`src/rtl/event_arbiter_pkg.sv`:
```
// Shared types and helpers for the event arbiter.
// Optional drop counter is enabled by EVENT_ARB_DROP_CNT_EN.
package event_arbiter_pkg;

  typedef enum logic [0:0] {
    ST_IDLE,
    ST_OFFER
  } state_t;

  localparam int DROP_CNT_W = 8;

  // Next index in round-robin order, wrapping at n.
  function automatic int rr_next(input int idx, input int n);
    return (idx + 1 >= n) ? 0 : idx + 1;
  endfunction

endpackage

```
`src/rtl/event_arbiter_if.sv`:
```
// Event inputs plus the valid/ready offer bus of the event arbiter.
// o_Drop_Cnt is present only when EVENT_ARB_DROP_CNT_EN is defined.
interface event_arbiter_if #(
  parameter int NUM_CH = 4
);
  import event_arbiter_pkg::*;

  localparam int CH_W = $clog2(NUM_CH);

  logic [NUM_CH-1:0] i_Data;
  logic [NUM_CH-1:0] i_Mask;
  logic              i_Ready;
  logic              o_Valid;
  logic [CH_W-1:0]   o_Ch_Id;
  logic [NUM_CH-1:0] o_Pending;
`ifdef EVENT_ARB_DROP_CNT_EN
  logic [DROP_CNT_W-1:0] o_Drop_Cnt;

  modport slave  (input i_Data, i_Mask, i_Ready,
                  output o_Valid, o_Ch_Id, o_Pending, o_Drop_Cnt);
  modport master (output i_Data, i_Mask, i_Ready,
                  input o_Valid, o_Ch_Id, o_Pending, o_Drop_Cnt);
`else
  modport slave  (input i_Data, i_Mask, i_Ready,
                  output o_Valid, o_Ch_Id, o_Pending);
  modport master (output i_Data, i_Mask, i_Ready,
                  input o_Valid, o_Ch_Id, o_Pending);
`endif

endinterface

```
`src/rtl/event_arbiter_channel.sv`:
```
// One event channel: synchronizer, rising-edge detect, mask gating,
// pending latch and a one-cycle drop pulse for merged edges.
module event_arbiter_channel #(
  parameter int SYNC_STAGES = 2
) (
  input  logic clk,
  input  logic reset,
  input  logic data,
  input  logic mask,
  input  logic clear,
  output logic pending,
  output logic drop
);

  logic [SYNC_STAGES-1:0] sync_reg;
  logic                   prev_reg;
  logic                   pending_reg;
  logic                   pending_next;
  logic                   edge_det;

  always_ff @(posedge clk or posedge reset) begin
    if (reset) begin
      sync_reg    <= '0;
      prev_reg    <= 1'b0;
      pending_reg <= 1'b0;
    end else begin
      sync_reg    <= {sync_reg[SYNC_STAGES-2:0], data};
      prev_reg    <= sync_reg[SYNC_STAGES-1];
      pending_reg <= pending_next;
    end
  end

  // A new edge wins over a same-cycle clear, so it is kept rather than dropped.
  always_comb begin
    edge_det     = sync_reg[SYNC_STAGES-1] & ~prev_reg;
    pending_next = (pending_reg & ~clear) | (edge_det & mask);
    drop         = edge_det & mask & pending_reg & ~clear;
  end

  assign pending = pending_reg;

endmodule

```
`src/rtl/event_arbiter.sv`:
```
// Round-robin event arbiter: per-channel edge latches feeding a two-state
// offer FSM. Drop counter is built only with EVENT_ARB_DROP_CNT_EN.
module event_arbiter
  import event_arbiter_pkg::*;
#(
  parameter int NUM_CH      = 4,
  parameter int SYNC_STAGES = 2
) (
  input logic            clk,
  input logic            reset,
  event_arbiter_if.slave bus
);

  localparam int CH_W = $clog2(NUM_CH);

  logic [NUM_CH-1:0] pending;
  logic [NUM_CH-1:0] drop;
  logic [NUM_CH-1:0] clear;

  generate
    for (genvar gi = 0; gi < NUM_CH; gi++) begin : g_ch
      event_arbiter_channel #(.SYNC_STAGES(SYNC_STAGES)) u_ch (
        .clk     (clk),
        .reset   (reset),
        .data    (bus.i_Data[gi]),
        .mask    (bus.i_Mask[gi]),
        .clear   (clear[gi]),
        .pending (pending[gi]),
        .drop    (drop[gi])
      );
    end
  endgenerate

  state_t          state_reg, state_next;
  logic [CH_W-1:0] ch_id_reg, ch_id_next;
  logic [CH_W-1:0] last_grant_reg, last_grant_next;
  logic            sel_found;
  logic [CH_W-1:0] sel_idx;

  always_comb begin : rr_search
    logic [CH_W-1:0] idx;
    sel_found = 1'b0;
    sel_idx   = '0;
    idx       = CH_W'(rr_next(int'(last_grant_reg), NUM_CH));
    for (int i = 0; i < NUM_CH; i++) begin
      if (!sel_found && pending[idx]) begin
        sel_found = 1'b1;
        sel_idx   = idx;
      end
      idx = CH_W'(rr_next(int'(idx), NUM_CH));
    end
  end

  always_ff @(posedge clk or posedge reset) begin
    if (reset) begin
      state_reg      <= ST_IDLE;
      ch_id_reg      <= '0;
      last_grant_reg <= CH_W'(NUM_CH - 1);
    end else begin
      state_reg      <= state_next;
      ch_id_reg      <= ch_id_next;
      last_grant_reg <= last_grant_next;
    end
  end

  always_comb begin
    logic load;
    state_next      = state_reg;
    ch_id_next      = ch_id_reg;
    last_grant_next = last_grant_reg;
    clear           = '0;
    load            = 1'b0;
    case (state_reg)
      ST_IDLE:  load = sel_found;
      ST_OFFER: begin
        if (bus.i_Ready) begin
          if (sel_found) load = 1'b1;
          else           state_next = ST_IDLE;
        end
      end
      default:  state_next = ST_IDLE;
    endcase
    // Selection pulls the bit out of pending as it becomes the offer.
    if (load) begin
      state_next      = ST_OFFER;
      ch_id_next      = sel_idx;
      last_grant_next = sel_idx;
      clear[sel_idx]  = 1'b1;
    end
  end

  assign bus.o_Valid   = (state_reg == ST_OFFER);
  assign bus.o_Ch_Id   = ch_id_reg;
  assign bus.o_Pending = pending;

`ifdef EVENT_ARB_DROP_CNT_EN
  logic [DROP_CNT_W-1:0] drop_cnt_reg, drop_cnt_next;

  always_comb begin
    int sum;
    sum = int'(drop_cnt_reg);
    for (int i = 0; i < NUM_CH; i++) begin
      sum = sum + (drop[i] ? 1 : 0);
    end
    drop_cnt_next = (sum > (1 << DROP_CNT_W) - 1) ? '1 : DROP_CNT_W'(sum);
  end

  always_ff @(posedge clk or posedge reset) begin
    if (reset) drop_cnt_reg <= '0;
    else       drop_cnt_reg <= drop_cnt_next;
  end

  assign bus.o_Drop_Cnt = drop_cnt_reg;
`else
  logic drop_unused;
  assign drop_unused = |drop;
`endif

endmodule

```
`src/flat_wrapper.sv`:
```
// flat-port wrapper written by rule: the top's interface ports become plain ports
module event_arbiter_flat import event_arbiter_pkg::*;
#(
  parameter int NUM_CH      = 4,
  parameter int SYNC_STAGES = 2
)
  (clk, reset, bus_i_Data, bus_i_Mask, bus_i_Ready, bus_o_Valid, bus_o_Ch_Id, bus_o_Pending);
  event_arbiter_if #(.NUM_CH(NUM_CH)) bus_i ();
  input logic clk;
  input logic reset;
  input wire logic [$bits(bus_i.i_Data)-1:0] bus_i_Data;
  input wire logic [$bits(bus_i.i_Mask)-1:0] bus_i_Mask;
  input wire logic [$bits(bus_i.i_Ready)-1:0] bus_i_Ready;
  output wire logic [$bits(bus_i.o_Valid)-1:0] bus_o_Valid;
  output wire logic [$bits(bus_i.o_Ch_Id)-1:0] bus_o_Ch_Id;
  output wire logic [$bits(bus_i.o_Pending)-1:0] bus_o_Pending;
  assign bus_i.i_Data = bus_i_Data;
  assign bus_i.i_Mask = bus_i_Mask;
  assign bus_i.i_Ready = bus_i_Ready;
  assign bus_o_Valid = bus_i.o_Valid;
  assign bus_o_Ch_Id = bus_i.o_Ch_Id;
  assign bus_o_Pending = bus_i.o_Pending;
  event_arbiter #(.NUM_CH(NUM_CH), .SYNC_STAGES(SYNC_STAGES)) u_core (.clk(clk), .reset(reset), .bus(bus_i));
endmodule
```
`config.mk`:
```
export PLATFORM = sky130hd
export DESIGN_NAME = event_arbiter_flat
export DESIGN_NICKNAME = d
export VERILOG_FILES = /design/src/rtl/event_arbiter_pkg.sv /design/src/rtl/event_arbiter_if.sv /design/src/rtl/event_arbiter_channel.sv /design/src/rtl/event_arbiter.sv /design/src/flat_wrapper.sv
export SDC_FILE = /design/constraint.sdc
export NUM_CORES = 1
export LEC_CHECK = 0
export CAP_MARGIN = 20
export CORE_MARGIN = 8
export CORE_UTILIZATION = 50
export DETAILED_ROUTE_END_ITERATION = 16
export GPL_ROUTABILITY_DRIVEN = 0
export PLACE_DENSITY = 0.86
export SYNTH_ARGS = -nofsm -noshare
export SYNTH_HDL_FRONTEND = slang
export SYNTH_SLANG_ARGS = --single-unit
export TNS_END_PERCENT = 100
```
`constraint.sdc`:
```
create_clock -name clk -period 5.7 [get_ports clk]
set_clock_uncertainty 0.15 [all_clocks]
set_input_delay 1.71 -clock clk [delete_from_list [all_inputs] [get_ports clk]]
set_output_delay 1.71 -clock clk [all_outputs]
set_load 0.05 [all_outputs]
```
# ---- Yosys cells after proc, flatten, opt, wreduce, memory -nomap -nowiden
# Cells that the tools add are included.
dict set report word_totals {
  reg_bits 21
  n_memories 0
  wordCells 90
  mem_bits_ro 0
  output_inout_bits 7
  ramBits 0
  latch_bits 0
  input_bits 11
}
dict set report classes {
  shift 0
  addsub 4
  mul 0
  n_lt_le_gt_ge 10
  mux 29
  bitwise 25
  n_eq_ne 0
  reduce_logical 7
  div 0
}
# op n
set ops {}
lappend ops {{2-bit two-way mux} 8}
lappend ops {{2-bit by 3-bit < comparator with 1-bit output, second input constant} 5}
lappend ops {{1-bit two-way mux} 14}
lappend ops {{2-bit by 1-bit adder with 3-bit output, second input constant} 4}
lappend ops {{1-bit AND} 12}
lappend ops {{3-bit >= comparator, second input constant} 4}
lappend ops {{1-bit NOT} 9}
lappend ops {{1-bit binary-select mux with 2-bit select} 4}
lappend ops {{1-bit logical AND} 4}
lappend ops {{4-bit two-way mux} 1}
lappend ops {{1-bit bitwise OR} 4}
lappend ops {{1-bit zero test} 3}
lappend ops {{1-bit demux with 2-bit select} 1}
lappend ops {{2-bit by 1-bit >= comparator with 1-bit output, second input constant} 1}
lappend ops {{1-bit one-hot mux with 2 select lines} 1}

# ---- Logic depth before layout (Yosys ltp)
# Gate-level depths: netlist of run 1.
dict set report depth {
  ltp_word 24
  depth_mapped 6
  ltp_nobuf 6
}

# ---- Hierarchy
# A second synthesis of run 1 with hierarchy kept.
dict set report hier_totals {
  hier_cells 94
  hier_area_um2 1034.7
}
# mod seq_area_each_um2 area_each_um2 cells_each n_inst
set modules_own_cells {}
lappend modules_own_cells {event_arbiter_channel 100.1 137.6 9 4}
lappend modules_own_cells {event_arbiter 127.6 484.2 58 1}

# ---- Worst setup path after synthesis of run 1
# Ideal clock, no wire load.
dict set report synth_timing {
  kind {in2reg}
  start {input port bus_i_Ready}
  end {register u_core.g_ch[1].u_ch.pending_reg}
  arrival_time_ns 2.387
  setup_time_ns 0.126
  cell_stages 5
  path_slack_ns 3.037
  n_path_buf 0
  required_time_ns 5.424
  cell_sequence {inv_1 a21oi_4 nor4b_4 nor2b_4 o22ai_2}
}
dict set report synth_via {
  elab_chain_len 6
}
# element line
set synth_rtl {}
lappend synth_rtl {{start, declared} flat_wrapper.sv:13} ;# input wire logic [$bits(bus_i.i_Ready)-1:0] bus_i_Ready;
lappend synth_rtl {{1-bit two-way mux} event_arbiter.sv:76} ;# if (bus.i_Ready) begin
lappend synth_rtl {{1-bit one-hot mux with 2 select lines} event_arbiter.sv:73} ;# case (state_reg)
lappend synth_rtl {{4-bit two-way mux} event_arbiter.sv:84} ;# if (load) begin
lappend synth_rtl {{1-bit NOT} --}
lappend synth_rtl {{1-bit AND} event_arbiter_channel.sv:36} ;# pending_next = (pending_reg & ~clear) | (edge_det & mask);
lappend synth_rtl {{1-bit bitwise OR} event_arbiter_channel.sv:36}
lappend synth_rtl {{via u_core.g_ch[1].u_ch.pending_next} event_arbiter_channel.sv:18} ;# logic pending_next;
lappend synth_rtl {{end signal, assigned} event_arbiter_channel.sv:29} ;# pending_reg <= pending_next;
lappend synth_rtl {{end, declared} event_arbiter_channel.sv:17} ;# logic pending_reg;
# The timed path passes the listed nets, and every way through them passes these cells.
# A chain may end at the register's enable or synchronous reset.

# ---- Final worst setup path of run 1
dict set report layout_timing {
  start {register u_core.g_ch[3].u_ch.pending_reg}
  end {output port bus_o_Pending[3]}
}
# element line
set layout_rtl {}
lappend layout_rtl {{start, declared} event_arbiter_channel.sv:17}
lappend layout_rtl {{start signal, assigned} event_arbiter_channel.sv:29}
lappend layout_rtl {{end, declared} flat_wrapper.sv:16} ;# output wire logic [$bits(bus_i.o_Pending)-1:0] bus_o_Pending;
# No word-level cell between the ends.

==> flow_metrics.env, run 1 <==
export IMPL_cts_tree="built"
export IMPL_worstSetupEndpointType="primary output"
export IMPL_sw_frac_of_total_pct=45.2
export IMPL_grt_max_degree=22
export IMPL_drv_max_cap_violation_count=0
export IMPL_floorplan_initialDensity_pct=51.9
export IMPL_synth_yosys_warnings=0
export IMPL_cts_repair_timing_setup_buffer_count=0
export IMPL_critical_path_arrival_ps=1690
export IMPL_remaining_drc_errors=0
export IMPL_numCtsBuffers=3
export IMPL_finish_net_count=97
export IMPL_largest_register_ff_count=8
export IMPL_clock_latency_ps=310
export IMPL_finalSetupViolCount=0
export IMPL_insertedDiodeCount=0
export IMPL_net_switching_power_mw=0.286
export IMPL_cpLargestDelayFamily="buffers and inverters"
export IMPL_pwr_share_comb_pct=52.7
export IMPL_clock_slew_at_reported_path_ffs_ps=110
export IMPL_layout_commonest_cell="dfrtp_1"
export IMPL_area_delta_synth_final_pct=21.8
export IMPL_tritoncts_num_sinks=21
export IMPL_die_height_um=57.6
export IMPL_final_setup_tns_ps=0
export IMPL_share_clk_of_total_power_pct=11.1
export IMPL_pwr_density_cell_mw_per_mm2=599
export IMPL_r2r_setup_slack_ps=3580
export IMPL_max_slew_margin_pct=49.8
export IMPL_clock_tree_root_cell="clkbuf_4"
export IMPL_critical_path_slowest_cell="clkdlybuf4s50_1"
export IMPL_htree_levels=1
export IMPL_number_of_global_route_vias_before_repair=586
export IMPL_drt_first_iter_violations=5
export IMPL_unrepaired_setup_endpoints_after_global_routing="no"
export IMPL_vdd_drop_max_v=0.000285
export IMPL_synthTopCellsByArea="dfrtp_1, dfstp_2, o21ai_0, buf_4, a2111oi_4"
export IMPL_row_count=15
export IMPL_syn_cell_area_um2=867
export IMPL_syn_num_nets=79
export IMPL_detailroute_via_count=532
export IMPL_detailedPlacementHpwl_mm=1.08
export IMPL_via_per_instance_ratio=5.27
export IMPL_yosysUniqueCellTypes=24
export IMPL_path_buf_inv=1
export IMPL_worstHoldPathType="reg -> reg"
export IMPL_seq_area_frac_synth_pct=60.9
export IMPL_seq_power_share_pct=36.3
export IMPL_count_of_input_and_output_buffers=17
export IMPL_die_width_um=57.6
export IMPL_post_synth_inst_count=67
export IMPL_layout_drive_gt1_share_pct=20.2
export IMPL_internal_power_mw=0.347
export IMPL_cp_start_kind="flip-flop"
export IMPL_timing_setup_critical_path_class="reg -> out"
export IMPL_layout_cells_most_common_list="dfrtp_1, clkdlybuf4s50_1, o21ai_0, nand2_1, inv_1"
export IMPL_timing_hold_ws_ps=208
export IMPL_run_status="finished, final reports clean"
export IMPL_wirelength_mm=1.40
export IMPL_timing_critical_path_fanout_max=7
export IMPL_grt_usage_pct=9.95
export IMPL_tightestPinTransition_ps=753
export IMPL_die_area_mm2=0.00332
export IMPL_fin_worst_setup_slack_ps=2150
export IMPL_leakage_nw=0.447
export IMPL_synth_seq_cells=21
export IMPL_placement_setup_worst_slack_ps=2470
export IMPL_clock_fmax_mhz=282
export IMPL_drtPass1Iterations=4
export IMPL_synthDominantAreaCellType="dfrtp_1"
export IMPL_core_region_area_mm2=0.00167
export IMPL_post_synth_top_area_fraction_pct=54.8
export IMPL_timing_final_max_slew_violations=0
export IMPL_post_route_period_util_pct=62.2
export IMPL_critPathMaxStageDelay_ps=860
export IMPL_worstPathCellList="clkdlybuf4s50_1"
export IMPL_syn_area_per_cell_um2=12.9
export IMPL_clock_tree_buffer_depth=2
export IMPL_hold_viol=0
export IMPL_wire_length_of_the_first_global_routing_pass_mm=2.54
export IMPL_final_period_minus_worst_setup_slack_ps=3550
export IMPL_worstPathRequired_ps=3840
export IMPL_detail_route_wl_per_cell_um=13.9
export IMPL_holdBufCountCts=0
export IMPL_boundaryPins=18
export IMPL_nFillCells=128
export IMPL_postCtsResizedCells=0
export IMPL_antenna_found_initial=0
export IMPL_antenna_violating_nets_left=0
export IMPL_grt_ovfl_total=0
## stage by stage
step / cells / cell area (um^2) / util (%) / total power [mW]
global route: 101 / 1060 / 63.2 / 0.673
global placement: 97 / 1030 / 61.6 / 0.556
floorplan: 67 / 867 / - / 0.498
finish: 101 / 1060 / 63.2 / 0.633
CTS: 101 / 1060 / 63.2 / 0.634
detailed placement: 97 / 1030 / 61.6 / 0.563
## synthesized netlist by cell type
library cell  instances
dfrtp_1              19
nand2_1               7
o21ai_0               7
inv_1                 6
buf_4                 4
a21oi_1               2
dfstp_2               2
mux2_2                2
nor2_1                2
o211ai_1              2
a2111oi_4             1
a21oi_4               1
ha_1                  1
nand2_2               1
nand2b_2              1
nor2b_4               1
nor3_1                1
nor3_2                1
nor4_2                1
nor4b_4               1
o21ai_1               1
o22ai_2               1
o2bb2ai_1             1
o31ai_1               1
## power groups by stage
stage / registers, mW / clock network, mW / logic (mW)
detailed placement: 0.232 / 0 / 0.331
global placement: 0.231 / 0 / 0.325
floorplan: 0.251 / 0 / 0.247
CTS: 0.229 / 0.0711 / 0.334
global route: 0.236 / 0.0774 / 0.360
finish: 0.229 / 0.0700 / 0.333
## layout make-up
cell class	count	area, um^2	share of cell area [%]
sequential	21	528	50.0
multi-input combinational	36	287	27.1
timing repair buffer	17	170	16.1
clock buffer	3	22.5	2.13
inverter	6	22.5	2.13
tap	17	21.3	2.01
clock inverter	1	5.00	0.474
## routing by layer
metal / GRT usage (%) / vias up / wire [um]
li1: - / 260 / -
met1: 11.5 / 251 / 657
met2: 14.8 / 16 / 615
met3: 3.53 / 5 / 87
met4: 7.50 / 0 / 42
met5: 0 / - / 0
## cells by family after synthesis
family                   synth area share [%]
flip-flops                               60.9
AO/OA/AOI/OAI                            15.9
AND/OR/NAND/NOR                          13.1
buffers and inverters                    6.06
multiplexers                             2.60
adder cells (fa/ha/maj)                  1.44
## path summary, 6_finish.rpt
path,end,start,depth (start not counted)
setup / recovery,bus_o_Pending[3],u_core.g_ch[3].u_ch.pending$_DFF_PP0_,1
hold / removal,u_core.g_ch[0].u_ch.sync_reg[1]$_DFF_PP0_,u_core.g_ch[0].u_ch.sync_reg[0]$_DFF_PP0_,0
setup reg to reg,u_core.g_ch[0].u_ch.pending$_DFF_PP0_,u_core.last_grant_reg[0]$_DFFE_PP1P_,6
hold reg to reg,u_core.g_ch[0].u_ch.sync_reg[1]$_DFF_PP0_,u_core.g_ch[0].u_ch.sync_reg[0]$_DFF_PP0_,0
max in group asynchronous,u_core.g_ch[2].u_ch.pending$_DFF_PP0_,reset,2
min in group asynchronous,u_core.g_ch[1].u_ch.sync_reg[1]$_DFF_PP0_,reset,2
Note: power is estimated with default switching activity, not from simulation.
==> run 2: changes to the inputs <==
--- a/config.mk
+++ b/config.mk
@@ -7,10 +7,10 @@
 export LEC_CHECK = 0
 export CAP_MARGIN = 20
 export CORE_MARGIN = 8
-export CORE_UTILIZATION = 50
+export CORE_UTILIZATION = 43
 export DETAILED_ROUTE_END_ITERATION = 16
 export GPL_ROUTABILITY_DRIVEN = 0
-export PLACE_DENSITY = 0.86
+export PLACE_DENSITY = 0.8
 export SYNTH_ARGS = -nofsm -noshare
 export SYNTH_HDL_FRONTEND = slang
 export SYNTH_SLANG_ARGS = --single-unit
==> constraint.sdc (replaced) <==
create_clock -name clk -period 2.85 [get_ports clk]
set_clock_uncertainty 0.15 [all_clocks]
set_input_delay 0.855 -clock clk [delete_from_list [all_inputs] [get_ports clk]]
set_output_delay 0.855 -clock clk [all_outputs]
set_load 0.05 [all_outputs]
==> run 2 against run 1 <==
  * Critical path depth did not move
  * Clock-buffer cell count unchanged
  * Utilization is 8.1 points lower
  * First-iteration DRC count grew 20%
  * Sequential share of layout area shrank 0.70 points
  * Global-route usage shrank 0.25 points
  * Sequential power grew 100%
  * Critical endpoint unchanged
==> flow_metrics.env, run 2 (synthesis results as in run 1) <==
export IMPL_layout_cells_most_common_list="dfrtp_1, clkdlybuf4s50_1, o21ai_0, nand2_1, inv_1"
export IMPL_row_count=16
export IMPL_drtPass1Iterations=4
export IMPL_highest_signal_layer="met4"
export IMPL_fin_worst_setup_slack_ps=145
export IMPL_cts_repair_timing_setup_buffer_count=0
export IMPL_cpLargestDelayFamily="buffers and inverters"
export IMPL_clock_tree_buffer_depth=2
export IMPL_detailedPlacementHpwl_mm=1.09
export IMPL_finalSetupViolCount=0
export IMPL_post_route_period_util_pct=94.9
export IMPL_worstPathRequired_ps=1850
export IMPL_placement_setup_worst_slack_ps=465
export IMPL_tritoncts_num_sinks=21
export IMPL_timing_setup_critical_path_class="reg -> out"
export IMPL_die_area_mm2=0.00371
export IMPL_antenna_violating_nets_left=0
export IMPL_remaining_drc_errors=0
export IMPL_worstPathCellList="clkdlybuf4s50_1"
export IMPL_max_slew_margin_pct=49.7
export IMPL_run_status="finished, final reports clean"
export IMPL_detail_route_wl_per_cell_um=13.7
export IMPL_worst_setup_path_startpoint="u_core.g_ch[3].u_ch.pending$_DFF_PP0_"
export IMPL_number_of_global_route_vias_before_repair=610
export IMPL_nFillCells=173
export IMPL_final_period_minus_worst_setup_slack_ps=2700
export IMPL_vdd_drop_max_v=0.000617
export IMPL_path_buf_inv=1
export IMPL_cp_start_kind="flip-flop"
export IMPL_hold_viol=0
export IMPL_detailroute_via_count=554
export IMPL_drv_max_cap_violation_count=0
export IMPL_clock_fmax_mhz=370
export IMPL_antenna_found_initial=0
export IMPL_grt_usage_pct=9.70
export IMPL_dp_cells=107
export IMPL_area_delta_synth_final_pct=23.5
export IMPL_clock_tree_root_cell="clkbuf_4"
export IMPL_wire_length_of_the_first_global_routing_pass_mm=2.68
export IMPL_critical_path_arrival_ps=1700
export IMPL_wirelength_mm=1.52
export IMPL_cts_tree="built"
export IMPL_insertedDiodeCount=0
export IMPL_clock_slew_at_reported_path_ffs_ps=110
export IMPL_htree_levels=1
export IMPL_timing_final_max_slew_violations=0
export IMPL_met3_wirelength_um=119
export IMPL_hold_end="u_core.g_ch[3].u_ch.sync_reg[1]$_DFF_PP0_"
export IMPL_tightestPinTransition_ps=753
export IMPL_worst_hold_startpoint="u_core.g_ch[3].u_ch.sync_reg[0]$_DFF_PP0_"
export IMPL_largest_register_ff_count=8
export IMPL_p_total_mw=1.28
export IMPL_worstSetupEndpointType="primary output"
export IMPL_boundaryPins=18
export IMPL_leakage_nw=0.443
export IMPL_wl_met1_um=654
export IMPL_worstHoldPathCells=0
export IMPL_core_region_area_mm2=0.00194
export IMPL_layout_commonest_cell="dfrtp_1"
export IMPL_finish_net_count=97
export IMPL_detailroute_wirelength_met2_um=727
export IMPL_die_height_um=60.9
export IMPL_final_setup_tns_ps=0
export IMPL_timing_critical_path_fanout_max=7
export IMPL_grt_ovfl_total=0
export IMPL_crit_reg2reg_launch="u_core.last_grant_reg[0]$_DFFE_PP1P_"
export IMPL_critical_path_slowest_cell="clkdlybuf4s50_1"
export IMPL_critPathMaxStageDelay_ps=860
export IMPL_floorplan_initialDensity_pct=44.7
export IMPL_worstHoldPathType="reg -> reg"
export IMPL_postCtsResizedCells=0
export IMPL_r2r_setup_slack_ps=710
export IMPL_post_route_util_pct=55.2
export IMPL_via_per_instance_ratio=4.99
export IMPL_die_width_um=60.9
export IMPL_worst_r2r_path_depth=6
export IMPL_pwr_density_cell_mw_per_mm2=1190
export IMPL_grt_max_degree=22
export IMPL_unrepaired_setup_endpoints_after_global_routing="no"
export IMPL_holdBufCountCts=0
export IMPL_worstReg2RegEnd="u_core.g_ch[0].u_ch.pending$_DFF_PP0_"
export IMPL_drt_first_iter_violations=6
export IMPL_clock_latency_ps=310
export IMPL_layout_drive_gt1_share_pct=20.2
export IMPL_numCtsBuffers=3
export IMPL_instances_no_fill=111
export IMPL_count_of_input_and_output_buffers=17
run 2: worst max path at each step:
stage / endpoint / slack, ps / cells after the start
final: bus_o_Pending[3] / 150 / 1
after global routing: bus_o_Pending[3] / 130 / 1
after CTS: bus_o_Pending[3] / 140 / 1
after detailed placement: u_core.g_ch[1].u_ch.pending$_DFF_PP0_ / 460 / 6
after global placement: u_core.g_ch[1].u_ch.pending$_DFF_PP0_ / 500 / 6
after floorplan: u_core.g_ch[0].u_ch.pending$_DFF_PP0_ / 940 / 6
run 2: power breakdown:
group          internal [mW]  switching (mW)  leakage [nW]  total [mW]
Sequential             0.378          0.0821         0.239       0.460
Combinational          0.263           0.410         0.190       0.674
Clock                 0.0536          0.0920        0.0139       0.146
run 2: cell type report:
| type | instances | area (um^2) | area share (%) |
|---|---|---|---|
| Sequential cell | 21 | 528 | 49.3 |
| Timing Repair Buffer | 17 | 170 | 15.9 |
| Clock inverter | 1 | 7.51 | 0.701 |
| Clock buffer | 3 | 22.5 | 2.10 |
| Tap cell | 27 | 33.8 | 3.15 |
| Multi-Input combinational cell | 36 | 287 | 26.8 |
| Inverter | 6 | 22.5 | 2.10 |
run 2: metal layers:
metal | up-vias | GRT usage [%]
met5 | - | 0
met4 | 0 | 3.99
met3 | 2 | 5.08
met2 | 24 | 15.1
met1 | 269 | 10.9
li1 | 259 | -
run 2: metrics by stage:
step	area, um^2	hold WS (ps)
after floorplan	867	181
after global placement	1040	182
after detailed placement	1040	185
after CTS	1070	213
after global routing	1070	218
final	1070	211
